[config.mk]
export PLATFORM = sky130hd
export DESIGN_NAME = normalize_for_floating_point32
export DESIGN_NICKNAME = d
export VERILOG_FILES = /design/src/rtl/normalize_for_floating_point32.sv
export SDC_FILE = /design/constraint.sdc
export NUM_CORES = 1
export LEC_CHECK = 0
export CAP_MARGIN = 25
export CORE_MARGIN = 5
export CORE_UTILIZATION = 40
export CTS_CLUSTER_SIZE = 20
export DETAILED_ROUTE_END_ITERATION = 6
export REMOVE_ABC_BUFFERS = 1
export SLEW_MARGIN = 20
export SYNTH_ARGS = -nofsm -noshare
export SYNTH_HDL_FRONTEND = slang
export SYNTH_SLANG_ARGS = --single-unit
[constraint.sdc]
create_clock -name clk -period 4.1 [get_ports clk]
set_input_delay 0.615 -clock clk [delete_from_list [all_inputs] [get_ports clk]]
set_output_delay 0.615 -clock clk [all_outputs]
set_load 0.05 [all_outputs]
[src/rtl/normalize_for_floating_point32.sv]
// -----------------------------------------------------------------------------
// normalize_for_floating_point32
//
// Last stage of the FP32 add/sub pipeline. It takes the signed-magnitude
// mantissa sum/difference from the add/sub stage and the common exponent,
// normalizes it with a leading-zero count and shift, rounds the carry case to
// nearest-even, handles zero, overflow and underflow, and packs an IEEE-754
// single-precision word. Two pipeline stages with a valid bit alongside.
//
// Ports
//   clk          rising-edge clock
//   rstn         asynchronous active-low reset
//   valid_in     qualifies sign / exponent / adder_value this cycle
//   sign         result sign from the add/sub stage
//   exponent     biased exponent of the larger operand (post-alignment)
//   adder_value  mantissa magnitude, bit 24 = carry, bit 23 = hidden bit
//   valid_out    result valid, two cycles after the matching valid_in
//   result       packed FP32 {sign, exp[7:0], frac[22:0]}
// -----------------------------------------------------------------------------
module normalize_for_floating_point32 (
    input  logic        clk,
    input  logic        rstn,
    input  logic        valid_in,
    input  logic        sign,
    input  logic [7:0]  exponent,
    input  logic [24:0] adder_value,
    output logic        valid_out,
    output logic [31:0] result
);

    localparam int STAGES = 2;

    // Result class carried from stage 1 to stage 2.
    localparam logic [1:0] CLS_NORM = 2'd0;
    localparam logic [1:0] CLS_ZERO = 2'd1;
    localparam logic [1:0] CLS_INF  = 2'd2;

    // Valid shifts every cycle: no stall, no backpressure.
    logic [STAGES:1] vld_pipe;

    always_ff @(posedge clk or negedge rstn) begin
        if (!rstn) vld_pipe <= '0;
        else       vld_pipe <= {vld_pipe[STAGES-1:1], valid_in};
    end

    assign valid_out = vld_pipe[STAGES];

    // -------------------------------------------------------------------------
    // Stage 1: classify and normalize
    // -------------------------------------------------------------------------

    // Priority encoder: leading zeros of adder_value[23:0]. An all-zero field
    // only happens in the ZERO or CARRY cases where lzc is not used.
    logic [4:0] lzc;
    logic       lzc_found;

    always_comb begin
        lzc       = 5'd0;
        lzc_found = 1'b0;
        for (int i = 23; i >= 0; i--) begin
            if (!lzc_found && adder_value[i]) begin
                lzc       = 5'(23 - i);
                lzc_found = 1'b1;
            end
        end
    end

    logic [1:0]  n_cls;
    logic        n_sign;
    logic [9:0]  n_exp;   // two's complement, read as signed in stage 2
    logic [23:0] n_mant;
    logic        n_rbit;

    always_comb begin
        n_cls  = CLS_NORM;
        n_sign = sign;
        n_exp  = {2'b00, exponent} - {5'd0, lzc};
        n_mant = adder_value[23:0] << lzc;
        n_rbit = 1'b0;
        if (exponent == 8'hFF) begin
            // An infinite operand dominates whatever the mantissa says.
            n_cls  = CLS_INF;
            n_exp  = '0;
            n_mant = '0;
        end else if (adder_value == 25'd0) begin
            // Exact cancellation always yields +0.
            n_cls  = CLS_ZERO;
            n_sign = 1'b0;
            n_exp  = '0;
            n_mant = '0;
        end else if (adder_value[24]) begin
            // Carry: shift right by one, the dropped bit becomes the round bit.
            n_exp  = {2'b00, exponent} + 10'd1;
            n_mant = adder_value[24:1];
            n_rbit = adder_value[0];
        end
    end

    logic [1:0]  s1_cls;
    logic        s1_sign;
    logic [9:0]  s1_exp;
    logic [23:0] s1_mant;
    logic        s1_rbit;

    // Data registers only load on a valid input; otherwise they hold.
    always_ff @(posedge clk or negedge rstn) begin
        if (!rstn) begin
            s1_cls  <= CLS_NORM;
            s1_sign <= 1'b0;
            s1_exp  <= '0;
            s1_mant <= '0;
            s1_rbit <= 1'b0;
        end else if (valid_in) begin
            s1_cls  <= n_cls;
            s1_sign <= n_sign;
            s1_exp  <= n_exp;
            s1_mant <= n_mant;
            s1_rbit <= n_rbit;
        end
    end

    // -------------------------------------------------------------------------
    // Stage 2: round and pack
    // -------------------------------------------------------------------------

    logic        round_up;
    logic [24:0] mant_sum;
    logic [23:0] r_mant;
    logic [9:0]  r_exp;
    logic [31:0] packed_word;

    // Only a single round bit exists, so rbit=1 is always an exact tie:
    // increment only when that makes the mantissa even.
    assign round_up = s1_rbit & s1_mant[0];
    assign mant_sum = {1'b0, s1_mant} + {24'd0, round_up};

    always_comb begin
        r_mant = mant_sum[23:0];
        r_exp  = s1_exp;
        if (mant_sum[24]) begin
            // Rounding rolled 0xFFFFFF over: renormalize to 1.0 x 2^(e+1).
            r_mant = 24'h800000;
            r_exp  = s1_exp + 10'd1;
        end
    end

    always_comb begin
        packed_word = {s1_sign, r_exp[7:0], r_mant[22:0]};
        if (s1_cls == CLS_INF) begin
            packed_word = {s1_sign, 8'hFF, 23'd0};
        end else if (s1_cls == CLS_ZERO) begin
            packed_word = 32'd0;
        end else if ($signed(r_exp) >= 10'sd255) begin
            packed_word = {s1_sign, 8'hFF, 23'd0};
        end else if ($signed(r_exp) <= 10'sd0) begin
            // No denormals: anything below the normal range flushes to zero.
            packed_word = {s1_sign, 31'd0};
        end
    end

    always_ff @(posedge clk or negedge rstn) begin
        if (!rstn)            result <= 32'd0;
        else if (vld_pipe[1]) result <= packed_word;
    end

endmodule

Word-level counts from Yosys, hierarchy flattened
Cells that the tools add are included.
- flip-flop bits (word level): 72
- output and inout bits: 33
- input bits: 37
- logic and storage cells: 130
- $add $sub $neg: 4
- reductions and logical operators: 47
- bitwise operators: 1
- order comparisons: 2
- shifts and indexed selects: 1
- equal/unequal tests: 3
- multiplexer cells: 65
- operators with widths (cell ; number):
    $mux W5 ; 21
    $mux W24 ; 3
    $mux W32 ; 2
    $mux W31 ; 2
    $mux W10 ; 4
    $mux W1 ; 30
    $add A24 B1 Y25 ; 1
    $logic_not A25 Y1 ; 1
    $shl A24 B5 Y24 ; 1
    $logic_and A1 B1 Y1 ; 23
    $logic_not A1 Y1 ; 23
    $mux W23 ; 1
    $add A10 B1 Y10 const B ; 1
    $ge A10 B9 Y1 const B ; 1
    $le A10 B1 Y1 const B ; 1
    $add A8 B1 Y9 const B ; 1
    $sub A8 B5 Y9 ; 1
    $eq A8 B8 Y1 const B ; 1
    $mux W2 ; 2
    $eq A2 B1 Y1 const B ; 1
    $eq A2 B2 Y1 const B ; 1
    $and A1 B1 Y1 ; 1

Depth between registers and ports, before layout
- depth in word-level cells: 74
- gate-level depth with buffers: 19
- mapped depth without buffers: 16

Least setup slack after synthesis
No wires, ideal clock.
- kind: input to register
- start point: input port adder_value[12]
- end point: register s1_exp[8]
- path slack: -109 ps
- arrival time: 4126 ps
- buffers on the path: 3
- cell stages on the path: 17
- data required time: 4017 ps
- setup time: 83 ps
- path through: buf_2 -> nor4_4 -> nand4_1 -> or3_1 -> a31oi_2 -> nor2_1 -> buf_2 -> inv_2 -> buf_4 -> ha_1 -> inv_1 -> fa_1 -> a21o_1 -> a21oi_1 -> o21ai_0 -> or4_1 -> o21ai_0
- cells in the longest elaborated chain, start to end: 42
- elaborated cells between the ends (all ways): 55
- classes of those cells: add/sub: 1; mux: 28; reduce/logical: 26
- RTL lines (what ; RTL line ; source):
    start: declaration ; 26 ; input logic [24:0] adder_value,
    $logic_and A1 B1 Y1 ; 61 ; if (!lzc_found && adder_value[i]) begin
    $mux W1 ; 61 ;
    $logic_not A1 Y1 ; 61 ;
    $logic_and A1 B1 Y1 ; 61 ;
    $mux W1 ; 61 ;
    $logic_not A1 Y1 ; 61 ;
    $logic_and A1 B1 Y1 ; 61 ;
    $mux W1 ; 61 ;
    [... 26 more ...] ; n/a ;
    $mux W1 ; 61 ;
    $logic_not A1 Y1 ; 61 ;
    $logic_and A1 B1 Y1 ; 61 ;
    $mux W5 ; 61 ;
    $sub A8 B5 Y9 ; 77 ; n_exp = {2'b00, exponent} - {5'd0, lzc};
    $mux W10 ; 91 ; end else if (adder_value[24]) begin
    $mux W10 * ; 85 ; end else if (adder_value == 25'd0) begin
    $mux W10 * ; 80 ; if (exponent == 8'hFF) begin
    end signal: assignment ; 116 ; s1_exp <= n_exp;
    end: declaration ; 101 ; logic [9:0] s1_exp;
Mark *: on every way between the ends. The rest lies on a longest branch, timed or not.
A chain may end at the register's enable or synchronous reset.

Worst setup path in the final report
- start point: input port adder_value[9]
- end point: register s1_exp[8]
- cells in the longest elaborated chain, start to end: 33
- elaborated cells between the ends (all ways): 43
- classes of those cells: add/sub: 1; mux: 22; reduce/logical: 20
- RTL lines (what ; RTL line):
    $logic_and A1 B1 Y1 ; 61
    $mux W1 ; 61
    $logic_not A1 Y1 ; 61
    $logic_and A1 B1 Y1 ; 61
    $mux W1 ; 61
    $logic_not A1 Y1 ; 61
    $logic_and A1 B1 Y1 ; 61
    $mux W1 ; 61
    [... 17 more ...] ; n/a
    $mux W1 ; 61
    $logic_not A1 Y1 ; 61
    $logic_and A1 B1 Y1 ; 61
    $mux W5 ; 61
    $sub A8 B5 Y9 ; 77
    $mux W10 ; 91
    $mux W10 * ; 85
    $mux W10 * ; 80
Marks and branches as above.

==> metrics.txt <==
ys flop type dfrtp_1; # rows 43; drt initial violations 502; root buf cell clkbuf_16; Synth top area share 31.7%; initial antenna violation count 0; Port Buffer Count 69; number of antenna-violating nets in the routed design 0; TritonCTS clock tree done; Core Util, Final 52.2%; GRT overflow 0; share of layout cells above drive strength 1 16.0%; Reg area 1800 um^2; post-synthesis average cell area 8.53 um^2; DRC 0; Reg2Reg Setup Slack 0.41 ns; fin nets 817; Slew Limit Fails 0; Die Span Y 129 um; H-tree depth 3; dpl hpwl 15.0 mm; FILL cells 1,335; final cell count without fillers 955; Logic pwr share 33.5%; Multi-input gate area 3480 um^2; Worst-path clk slew 0.05 ns; worst reg2reg path endpoint result[0]; Routed wire per std cell 19.8 um; gr usage total 22.8%; Setup-failing EPs final 0; Setup Crit Path Kind in -> reg; internal power 1.73 mW; switching part of the total 34.0%; cts hold-fix bufs 0; Worst EP arrival 4.05 ns; Synth Warn # 0; first-pass GRT wire length 29.9 mm; cell accounting for the most synthesized area dfrtp_1; core footprint 13,900 um^2; min Tclk post-route 3.81 ns; Crit path required time 4.34 ns; EDFF count, synth 0; ant diodes 0; Slew @ Worst Pin 0.719 ns; worst hold path type in -> async; FFs w/ async S/R, synth 100%; FF-to-FF path depth 12; Area Growth Syn to Fin 27.6%; slew margin rel. 52.0%; Initial Utilization 40.9%; Placer Congestion 0.962; GRT met3 Usage 2.18%; vias in the first global route 5,487; RR Startpoint s1_rbit; CP max FO 4; Synth Register Bits 72; most common cell in the netlist dfrtp_1; die area 16,700 um^2; Period Utilization, post-route 92.9%; worst-case clock buffer depth 2; number of iterations in the first detailed-routing pass 5; Seq/Total Area, Yosys 31.7%; sw power 0.895 mW; Fin. Hold Viols 0; LEAKAGE 2.97 nW; post-synth cell types 80; Tot Pwr 2.63 mW; Num CTS Buffers 9; Pwr Density 363 nW/um^2; DR vias 5,721; final WL 18.9 mm; GRT met1 Usage 33.8%; Cell Area, Synth 5680 um^2; Critical path origin adder_value[9]; Worst Setup EP s1_exp[8]; largest net degree at the start of global routing 44; Placed Cells 937; Vias/cell 5.99; CTS Sinks 72; clk_lat worst skew 0.32 ns; GRT busiest layer met2; Reg power frac 33.9%; crit start category primary input; cell count after synthesis 666; Synth area leaders dfrtp_1, o22ai_2, xnor2_1; RSZ-0062 raised after global routing false; outcome finished, final reports clean; Peak Freq 0.262 GHz; Clk network pwr share 32.6%; Ports 70; Peak VDD IR 0.257 mV; crit end category register; Final Skew 0.00483 ns; GRT met2 Usage 34.2%; number of max-cap violations 0; final setup TNS 0 ns; Die W 129 um; Synth top cells by count dfrtp_1, inv_1, nor2_1
sequential cells by signal (all words and copies together) (netlist names):
register	flops
result	32
s1_sign	1
vld_pipe	2
s1_rbit	1
s1_cls	2
s1_exp	10
s1_mant	24
routing by layer:
metal | vias up | routed length (um)
met5 | - | 0
met3 | 47 | 1130
met4 | 0 | 640
met1 | 2705 | 8720
li1 | 2697 | -
met2 | 272 | 8410
through the flow:
step                      hold slack, ns  setup slack (ns)  area, um^2
after floorplan                    0.319            -0.473        5500
after global placement             0.469            0.0764        6890
after detailed placement           0.482           -0.0364        6890
after CTS                          0.454             0.299        7220
after global routing               0.320            0.0329        7250
final                              0.270             0.290        7250
worst max-delay path, cell delays in order:
cell and delay (ns):
clkdlybuf4s50_1 0.49, nor4_4 0.33, nand4_1 0.21, or3_1 0.42
a31oi_2 0.18, nor2_1 0.09, inv_2 0.08, ha_1 0.14
inv_1 0.05, fa_1 0.39, a21o_1 0.18, a21oi_1 0.21
o21ai_0 0.14, or4_1 0.42, o21ai_0 0.09
what timing repair did:
item | 4_1_cts | 5_1_grt
setup buffers | 0 | 2
endpoints found under the setup margin | 0 | 2
resized for setup | 0 | 1
worst min path at each step:
stage	slack, ns	start	end
final	0.27	rstn	s1_exp[1]
after global placement	0.47	s1_mant[23]	s1_mant[23]
after detailed placement	0.48	s1_mant[23]	s1_mant[23]
after global routing	0.32	rstn	s1_exp[5]
after floorplan	0.32	rstn	result[0]
after CTS	0.45	rstn	s1_exp[2]
cell usage in the layout (no fill, tap or decap), types with 7 or more instances in the layout:
cell type and instances:
nand2_1 46, nor2_1 47, dfrtp_1 72, o21ai_0 28, nand3_1 19, a31oi_1 8
o2bb2ai_1 7, a211oi_1 21, nand2b_1 8, clkbuf_16 9, nor2b_1 9, o22ai_1 14
ha_1 9, xor2_1 12, xnor2_1 26, mux2i_1 12, nor4_1 7, o22ai_2 20
inv_1 60, nor3_1 19, a22oi_1 7, clkdlybuf4s50_1 68, o221ai_1 9, a21oi_1 28
buf_4 63, nand4_1 9, and3_1 15
kinds of logic after synthesis:
logic type	count (synthesis)	synth area share, %
AND/OR/NAND/NOR	212	19.8
XOR/XNOR	39	6.15
flip-flops	72	31.7
AO/OA/AOI/OAI	213	28.7
multiplexers	19	4.10
buffers and inverters	101	7.23
adder cells (fa/ha/maj)	10	2.34
area by class of cell:
type	count	share of cell area, %
timing repair buffer	132	16.2
tap	180	3.11
inverter	62	3.21
clock buffer	14	3.78
sequential	72	24.9
clock inverter	2	0.829
multi-input combinational	493	48.0
power groups by stage:
stage               clock, mW  sequential, mW  combinational [mW]
CTS                     0.878           0.890               0.876
floorplan                   0            1.06               0.354
global placement            0           0.896               0.870
finish                  0.858           0.891               0.879
detailed placement          0           0.902               0.874
global route            0.910           0.904               0.941
No activity file was read; power rests on OpenSTA's default activity.
